==> config.mk <==
export PLATFORM = sky130hd
export DESIGN_NAME = muldiv_ctrl
export DESIGN_NICKNAME = d
export VERILOG_FILES = /design/src/rtl/muldiv_ctrl_pkg.sv /design/src/rtl/muldiv_ctrl_mul_pipe.sv /design/src/rtl/muldiv_ctrl.sv
export SDC_FILE = /design/constraint.sdc
export NUM_CORES = 2
export LEC_CHECK = 0
export BUFFER_PORTS_ARGS = -buffer_cell sky130_fd_sc_hd__buf_4
export CAP_MARGIN = 30
export CORE_ASPECT_RATIO = 1.2
export CORE_UTILIZATION = 55
export CTS_CLUSTER_DIAMETER = 40
export DETAILED_ROUTE_END_ITERATION = 8
export PLACE_DENSITY = 0.76
export SKIP_CTS_REPAIR_TIMING = 1
export SYNTH_ARGS = -nofsm -noshare
export SYNTH_HDL_FRONTEND = slang
export SYNTH_SLANG_ARGS = --single-unit
export TNS_END_PERCENT = 5
==> constraint.sdc <==
create_clock -name clk -period 8.69 [get_ports clk]
set_clock_uncertainty 0.1 [all_clocks]
set_input_delay 0.4345 -clock clk [delete_from_list [all_inputs] [get_ports clk]]
set_output_delay 0.4345 -clock clk [all_outputs]
set_load 0.05 [all_outputs]
==> src/rtl/muldiv_ctrl_pkg.sv <==
// Shared types and ALU control codes for the EX-stage multiply/divide controller.
// Holds the state encodings and the operand sign-extension helper.
package muldiv_ctrl_pkg;

   localparam logic [4:0] MULT_CONTROL  = 5'b11000;
   localparam logic [4:0] MULTU_CONTROL = 5'b11001;
   localparam logic [4:0] DIV_CONTROL   = 5'b11010;
   localparam logic [4:0] DIVU_CONTROL  = 5'b11011;

   typedef enum logic [1:0] {
      MD_IDLE = 2'd0,
      MD_MUL  = 2'd1,
      MD_DIV  = 2'd2,
      MD_DONE = 2'd3
   } md_state_t;

   // Widen a 32-bit operand to 33 bits; unsigned ops get a zero MSB.
   function automatic logic [32:0] ext33(input logic [31:0] v, input logic sgn);
      return {sgn & v[31], v};
   endfunction

endpackage

==> src/rtl/muldiv_ctrl_mul_pipe.sv <==
// mul_pipe: MUL_LAT-stage registered 33x33 signed multiplier, 64-bit truncated product.
// Pure datapath: operands are registered on every edge, no enables or handshakes.
module mul_pipe #(
   parameter int MUL_LAT = 2
) (
   input  logic        clk,
   input  logic        resetn,
   input  logic [32:0] i_a,
   input  logic [32:0] i_b,
   output logic [63:0] o_prod
);

   logic [32:0]        r_a;
   logic [32:0]        r_b;
   logic signed [63:0] w_a64;
   logic signed [63:0] w_b64;
   logic [63:0]        w_prod;

   // First stage: capture operands.
   always_ff @(posedge clk or negedge resetn) begin
      if (!resetn) begin
         r_a <= 33'd0;
         r_b <= 33'd0;
      end else begin
         r_a <= i_a;
         r_b <= i_b;
      end
   end

   assign w_a64  = {{31{r_a[32]}}, r_a};
   assign w_b64  = {{31{r_b[32]}}, r_b};
   assign w_prod = w_a64 * w_b64;

   generate
      if (MUL_LAT <= 1) begin : g_lat1
         assign o_prod = w_prod;
      end else begin : g_latn
         logic [63:0] r_stage [0:MUL_LAT-2];

         // Remaining stages delay the product so it is valid MUL_LAT edges after capture.
         always_ff @(posedge clk or negedge resetn) begin
            if (!resetn) begin
               for (int k = 0; k < MUL_LAT - 1; k++) begin
                  r_stage[k] <= 64'd0;
               end
            end else begin
               r_stage[0] <= w_prod;
               for (int k = 1; k < MUL_LAT - 1; k++) begin
                  r_stage[k] <= r_stage[k-1];
               end
            end
         end

         assign o_prod = r_stage[MUL_LAT-2];
      end
   endgenerate

endmodule

==> src/rtl/muldiv_ctrl.sv <==
// muldiv_ctrl: sequences MULT/MULTU/DIV/DIVU, stalls EX while busy, issues one HI/LO write.
// Optional feature macro DIV_ZERO_FAST_EN: divide by zero skips the divider and writes 0.
module muldiv_ctrl
   import muldiv_ctrl_pkg::*;
#(
   parameter int MUL_LAT = 2
) (
   input  logic        clk,
   input  logic        resetn,
   input  logic [4:0]  ex_alucontrol,
   input  logic [31:0] ex_srca,
   input  logic [31:0] ex_srcb,
   input  logic        flush,
   input  logic        ex_stall_ext,
   output logic        div_start,
   output logic        div_signed,
   output logic [31:0] div_opa,
   output logic [31:0] div_opb,
   output logic        div_annul,
   input  logic        div_ready,
   input  logic [63:0] div_result,
   output logic        muldiv_stall,
   output logic        hilo_we,
   output logic [63:0] hilo_wdata
);

   localparam logic [2:0] MCNT_INIT = 3'(MUL_LAT - 1);

   md_state_t   r_state;
   logic [2:0]  r_mcnt;
   logic [63:0] r_res;
   logic [31:0] r_opa;
   logic [31:0] r_opb;
   logic        r_signed;

   logic        w_is_mul;
   logic        w_is_div;
   logic        w_signed_op;
   logic        w_div_zero;
   logic [32:0] w_mul_a;
   logic [32:0] w_mul_b;
   logic [63:0] w_mul_prod;
   logic        w_stall;
   logic        w_start;
   logic        w_annul;
   logic        w_we;

   assign w_is_mul    = (ex_alucontrol == MULT_CONTROL) || (ex_alucontrol == MULTU_CONTROL);
   assign w_is_div    = (ex_alucontrol == DIV_CONTROL)  || (ex_alucontrol == DIVU_CONTROL);
   assign w_signed_op = (ex_alucontrol == MULT_CONTROL) || (ex_alucontrol == DIV_CONTROL);

`ifdef DIV_ZERO_FAST_EN
   assign w_div_zero = (ex_srcb == 32'd0);
`else
   assign w_div_zero = 1'b0;
`endif

   // The multiplier samples the EX operands directly so its first stage lands on the decode edge.
   assign w_mul_a = ext33(ex_srca, w_signed_op);
   assign w_mul_b = ext33(ex_srcb, w_signed_op);

   mul_pipe #(
      .MUL_LAT (MUL_LAT)
   ) u_mul_pipe (
      .clk    (clk),
      .resetn (resetn),
      .i_a    (w_mul_a),
      .i_b    (w_mul_b),
      .o_prod (w_mul_prod)
   );

   // Control FSM with operand and result registers.
   always_ff @(posedge clk or negedge resetn) begin
      if (!resetn) begin
         r_state  <= MD_IDLE;
         r_mcnt   <= 3'd0;
         r_res    <= 64'd0;
         r_opa    <= 32'd0;
         r_opb    <= 32'd0;
         r_signed <= 1'b0;
      end else if (flush) begin
         r_state <= MD_IDLE;
      end else begin
         case (r_state)
            MD_IDLE: begin
               if (w_is_mul) begin
                  r_opa    <= ex_srca;
                  r_opb    <= ex_srcb;
                  r_signed <= w_signed_op;
                  r_mcnt   <= MCNT_INIT;
                  r_state  <= MD_MUL;
               end else if (w_is_div) begin
                  r_opa    <= ex_srca;
                  r_opb    <= ex_srcb;
                  r_signed <= w_signed_op;
                  if (w_div_zero) begin
                     r_res   <= 64'd0;
                     r_state <= MD_DONE;
                  end else begin
                     r_state <= MD_DIV;
                  end
               end else begin
                  r_state <= MD_IDLE;
               end
            end
            MD_MUL: begin
               if (r_mcnt == 3'd0) begin
                  r_res   <= w_mul_prod;
                  r_state <= MD_DONE;
               end else begin
                  r_mcnt <= r_mcnt - 3'd1;
               end
            end
            MD_DIV: begin
               if (div_ready) begin
                  r_res   <= div_result;
                  r_state <= MD_DONE;
               end else begin
                  r_state <= MD_DIV;
               end
            end
            MD_DONE: begin
               if (!ex_stall_ext) begin
                  r_state <= MD_IDLE;
               end else begin
                  r_state <= MD_DONE;
               end
            end
            default: r_state <= MD_IDLE;
         endcase
      end
   end

   // Stall, divider handshake and write strobe are decoded from the current state.
   always_comb begin
      w_stall = 1'b0;
      w_start = 1'b0;
      w_annul = 1'b0;
      w_we    = 1'b0;
      case (r_state)
         MD_IDLE: w_stall = (w_is_mul | w_is_div) & ~flush;
         MD_MUL:  w_stall = 1'b1;
         MD_DIV: begin
            w_stall = 1'b1;
            w_start = ~div_ready & ~flush;
            w_annul = flush;
         end
         MD_DONE: w_we = ~ex_stall_ext & ~flush;
         default: w_stall = 1'b0;
      endcase
   end

   // Stall is decoded from live inputs in IDLE, so it is gated to stay low during reset.
   assign muldiv_stall = resetn & w_stall;
   assign div_start    = w_start;
   assign div_annul    = w_annul;
   assign hilo_we      = w_we;
   assign hilo_wdata   = r_res;
   assign div_opa      = r_opa;
   assign div_opb      = r_opb;
   assign div_signed   = r_signed;

endmodule
==> results.md <==
- The flow ran to the end, and the final reports show no timing, DRC or antenna violations.
- The dominant cell type by area after synthesis is fa_1.
- The total detailed-routing wirelength is roughly 130 mm.
- The type of element capturing the critical path is a register.
- The routed length on met1 is roughly 41 mm.
- In this run the tool buffered the top-level ports with 270 buffer cells.
- The global-route wire length before repair is 197 mm.
- The setup path with the least slack is of type register to register.
- The path with the worst hold slack has its endpoint at hilo_wdata[61].
- Summed over all nets, the half-perimeter wirelength after detailed placement is around 100 mm.
- In the layout the commonest cells are fa_1 (1,125), inv_1 (1,080), nand2_1 (560).
- Relative to the synthesized area, the layout overhead comes to 13.4%.
- The total number of placement rows is around 120.
- The endpoint arrival time on the critical path is a little under 9000 ps.
- After global routing the overflow that remains totals 0.
- Summing the areas of all compound-gate instances in the mapped netlist gives approximately 3.4% of the synthesized area.
- The max-slew headroom at the worst pin is approximately 23%.
- The critical path startpoint category is a register.
- In the detailed route, the total length drawn on met3 is about 7.7 mm.
- The area of the core is roughly 0.085 mm2.
- The total die area is 0.0866 mm2.
- The fraction of the yosys area taken by sequential cells is 14.1%.
- Across every metal layer, demand over resource in global routing totals a little under a third.
- Setup total negative slack on the finished layout was measured at 0 ps.
- In this run, synthesis produced a sequential element count of roughly 260.
- The routed design could run at a clock period as short as ~8500 ps.
- Each instance of the synthesized netlist takes up on average ~10 um2.
- The endpoint identified for the worst register-to-register timing path is u_mul_pipe.o_prod[62].
- The synthesized instance count is 4,694.
- The antenna violation net count after detailed routing is 0.
- The number of maximum-capacitance constraint violations is 0.
- The share of the clock period used by the worst path is between 90% and 100%.
- The number of global-route vias before repair came to approximately 37,000.
- The TritonCTS clock tree is done.
- Counting instances, the worst hold path has a depth of 3.
- For the pin with the worst max-slew slack, the measured transition is 1160 ps.
- STA puts the critical path data required time at approximately 9100 ps.
- The initial antenna violation count is 3.
- The number of buffer and inverter instances along the worst setup path is 8.
- The fraction of post-synthesis cell area in the top cell type by area is between 40% and 50%.
- Measured along the y axis, the die boundary spans 322 um.
- The count of flip-flops with a built-in enable after synthesis is 0.
- The dominant combinational cell family by area after synthesis is adder cells.
- The max-slew violation count is 0.
- Using the TritonRoute via totals, the vias-per-cell ratio works out to between 5 and 6.
- The largest fanout on the critical path is 17.
- The fraction of registers with async set or reset after synthesis is 100%.
- At the later pin of the worst-skew pair, clock insertion delay measures about 630 ps.
- The highest layer used for signal routing is met4.
- Sorting the synthesized cells by area gives the leading types as fa_1 (48%), dfrtp_1 (14%), inv_1 (8.6%).
- The number of different library cells used by synthesis comes to between 60 and 70.
- CTS placed an instance of clkbuf_16 at the clock tree root.
- The worst hold slack after final layout is between 3 and 4 ps.
- The first routing iteration left approximately 1,900 violations.
- Counting the buffers created by CTS gives 47.
- The depth of the worst register-to-register path is 28.
- Routability-driven placement finished with a final weighted congestion of around 0.98.
- The fraction of layout cells with a size suffix above 1 is around 12%.
- For this run, the number of Yosys warnings is 0.
- After Yosys synthesis, and, or, nand and nor cells account for 13.9% of the synthesized area.
- In this run the deepest clock path goes through 3 buffers.
- The cell type with the highest occurrence count on the critical path is fa_1.
- The initial utilization of the core area, before any placement, comes to approximately 55%.
- Among all stages on the critical path, the largest delay is contributed by dfrtp_1.
- The number of detailed-route iterations in the first pass is 6.
- The path type of the worst min-delay path is input port to register.
- The most used flip-flop cell after synthesis is dfrtp_1.
- The number of nets in the layout is between 6,000 and 7,000.
- The final hold violation count was 0.
- The average wire length per cell after detail routing is between 20 and 25 um.
- The netlist area before placement is 0.0470 mm2.
- Setup violations remaining at the end of the flow were counted as 0.
- The source of the worst hold timing path is div_result[61].
- The achievable clock frequency is around 120 MHz.
- The arithmetic-cell share of the synthesized area counting full adders, half adders and majority gates is ~54%.
- The flop-to-flop setup slack is 220 ps.
- From left edge to right edge, the die measures about 270 um.
- The delay of the slowest cell on the worst path is 820 ps.
- The tree built by TritonCTS fans out to 264 sinks.
- The routed length on met2 is ~67 mm.
- The largest net degree at the start of global routing is a little over 80.
- The startpoint identified for the worst register-to-register timing path is u_mul_pipe.r_a[12].
- The H-tree was split into 2 levels.
- The most common cell after layout, fill and taps aside is fa_1.
- Setup repair after global routing left no endpoint under its margin.
- The cell family with the largest share of critical-path delay is adder cells.
- The total number of vias is about 33,000.
- The xor/xnor cell area share of the yosys netlist is under 10%.
- In the synthesized netlist, mux cells make up 2.94% of the area.
- In this run the count of I/O pins placed on the die edge is 271.
- The post-route DRC violation count is 0.
- The post-CTS clock slew at the launch and capture registers of the worst setup and hold paths is about 60 ps.
- The net count after synthesis is ~6,000.
cell usage after synthesis (all sizes together), types with 10 or more instances:
cell type and n:
fa 1125, inv 1080, nand2 560, and2 548
dfrtp 264, clkbuf 233, ha 218, a21oi 133
nor2 103, mux2i 66, mux2 64, xnor2 58
o21ai 40, nor2b 29, a21o 25, xor2 19
nand3 16, a211oi 10, nand2b 10
flip-flops by register name, indices dropped and copies added, names as in the netlist:
register / count
div_opb: 32
hilo_wdata: 64
r_state: 2
div_signed: 1
u_mul_pipe.r_b: 33
u_mul_pipe.r_a: 33
u_mul_pipe.o_prod: 64
r_mcnt: 3
div_opa: 32
through the flow:
stage | std cells | utilization [%] | setup WS (ps) | cell area (um2)
2_1_floorplan | 4694 | - | 387 | 47000
3_3_place_gp | 6010 | 60.0 | 356 | 50800
3_5_place_dp | 6012 | 60.0 | 214 | 50900
4_1_cts | 6099 | 62.0 | 217 | 52500
5_1_grt | 6169 | 62.9 | 9.93 | 53300
6_report | 6170 | 62.9 | 215 | 53300
logic make-up after synthesis:
group,after synthesis
adders and majority gates,1343
buffers and inverters,1320
and+or+nand+nor,1304
DFF,264
AOI/OAI and AO/OA,256
muxes,130
xor gates and xnor gates,77
cell type report:
class | count | area (um2)
sequential | 264 | 6610
clock inverter | 34 | 450
antenna | 1 | 2.50
tap | 1130 | 1410
fill | 6767 | 31500
multi-input combinational | 3110 | 35500
inverter | 1080 | 4050
clock buffer | 53 | 1230
timing repair buffer | 498 | 4060
worst min-delay path: cells and delay by family:
kind                   cells  cell delay [ps]
AOI/OAI and AO/OA          1              130
buffers and inverters      1               70
muxes                      1               50
worst max-delay path by stage:
stage / from / endpoint / slack [ps] / depth (start not counted)
3_3_place_gp: u_mul_pipe.r_a[12] / u_mul_pipe.o_prod[60] / 360 / 27
2_1_floorplan: u_mul_pipe.r_a[32] / u_mul_pipe.o_prod[62] / 390 / 27
6_report: u_mul_pipe.r_a[12] / u_mul_pipe.o_prod[62] / 220 / 28
4_1_cts: u_mul_pipe.r_b[5] / u_mul_pipe.o_prod[62] / 220 / 28
5_1_grt: u_mul_pipe.r_a[32] / u_mul_pipe.o_prod[62] / 10 / 28
3_5_place_dp: u_mul_pipe.r_a[12] / u_mul_pipe.o_prod[62] / 210 / 27
routing by layer:
layer,up-vias,global-route usage [%]
li1,14200,-
met1,17200,32.1
met2,1344,53.9
met3,567,4.71
met4,0,24.4
met5,-,0
Power is not shown: default switching activity piles up to over one toggle a cycle in this logic, so the estimate is an artifact.
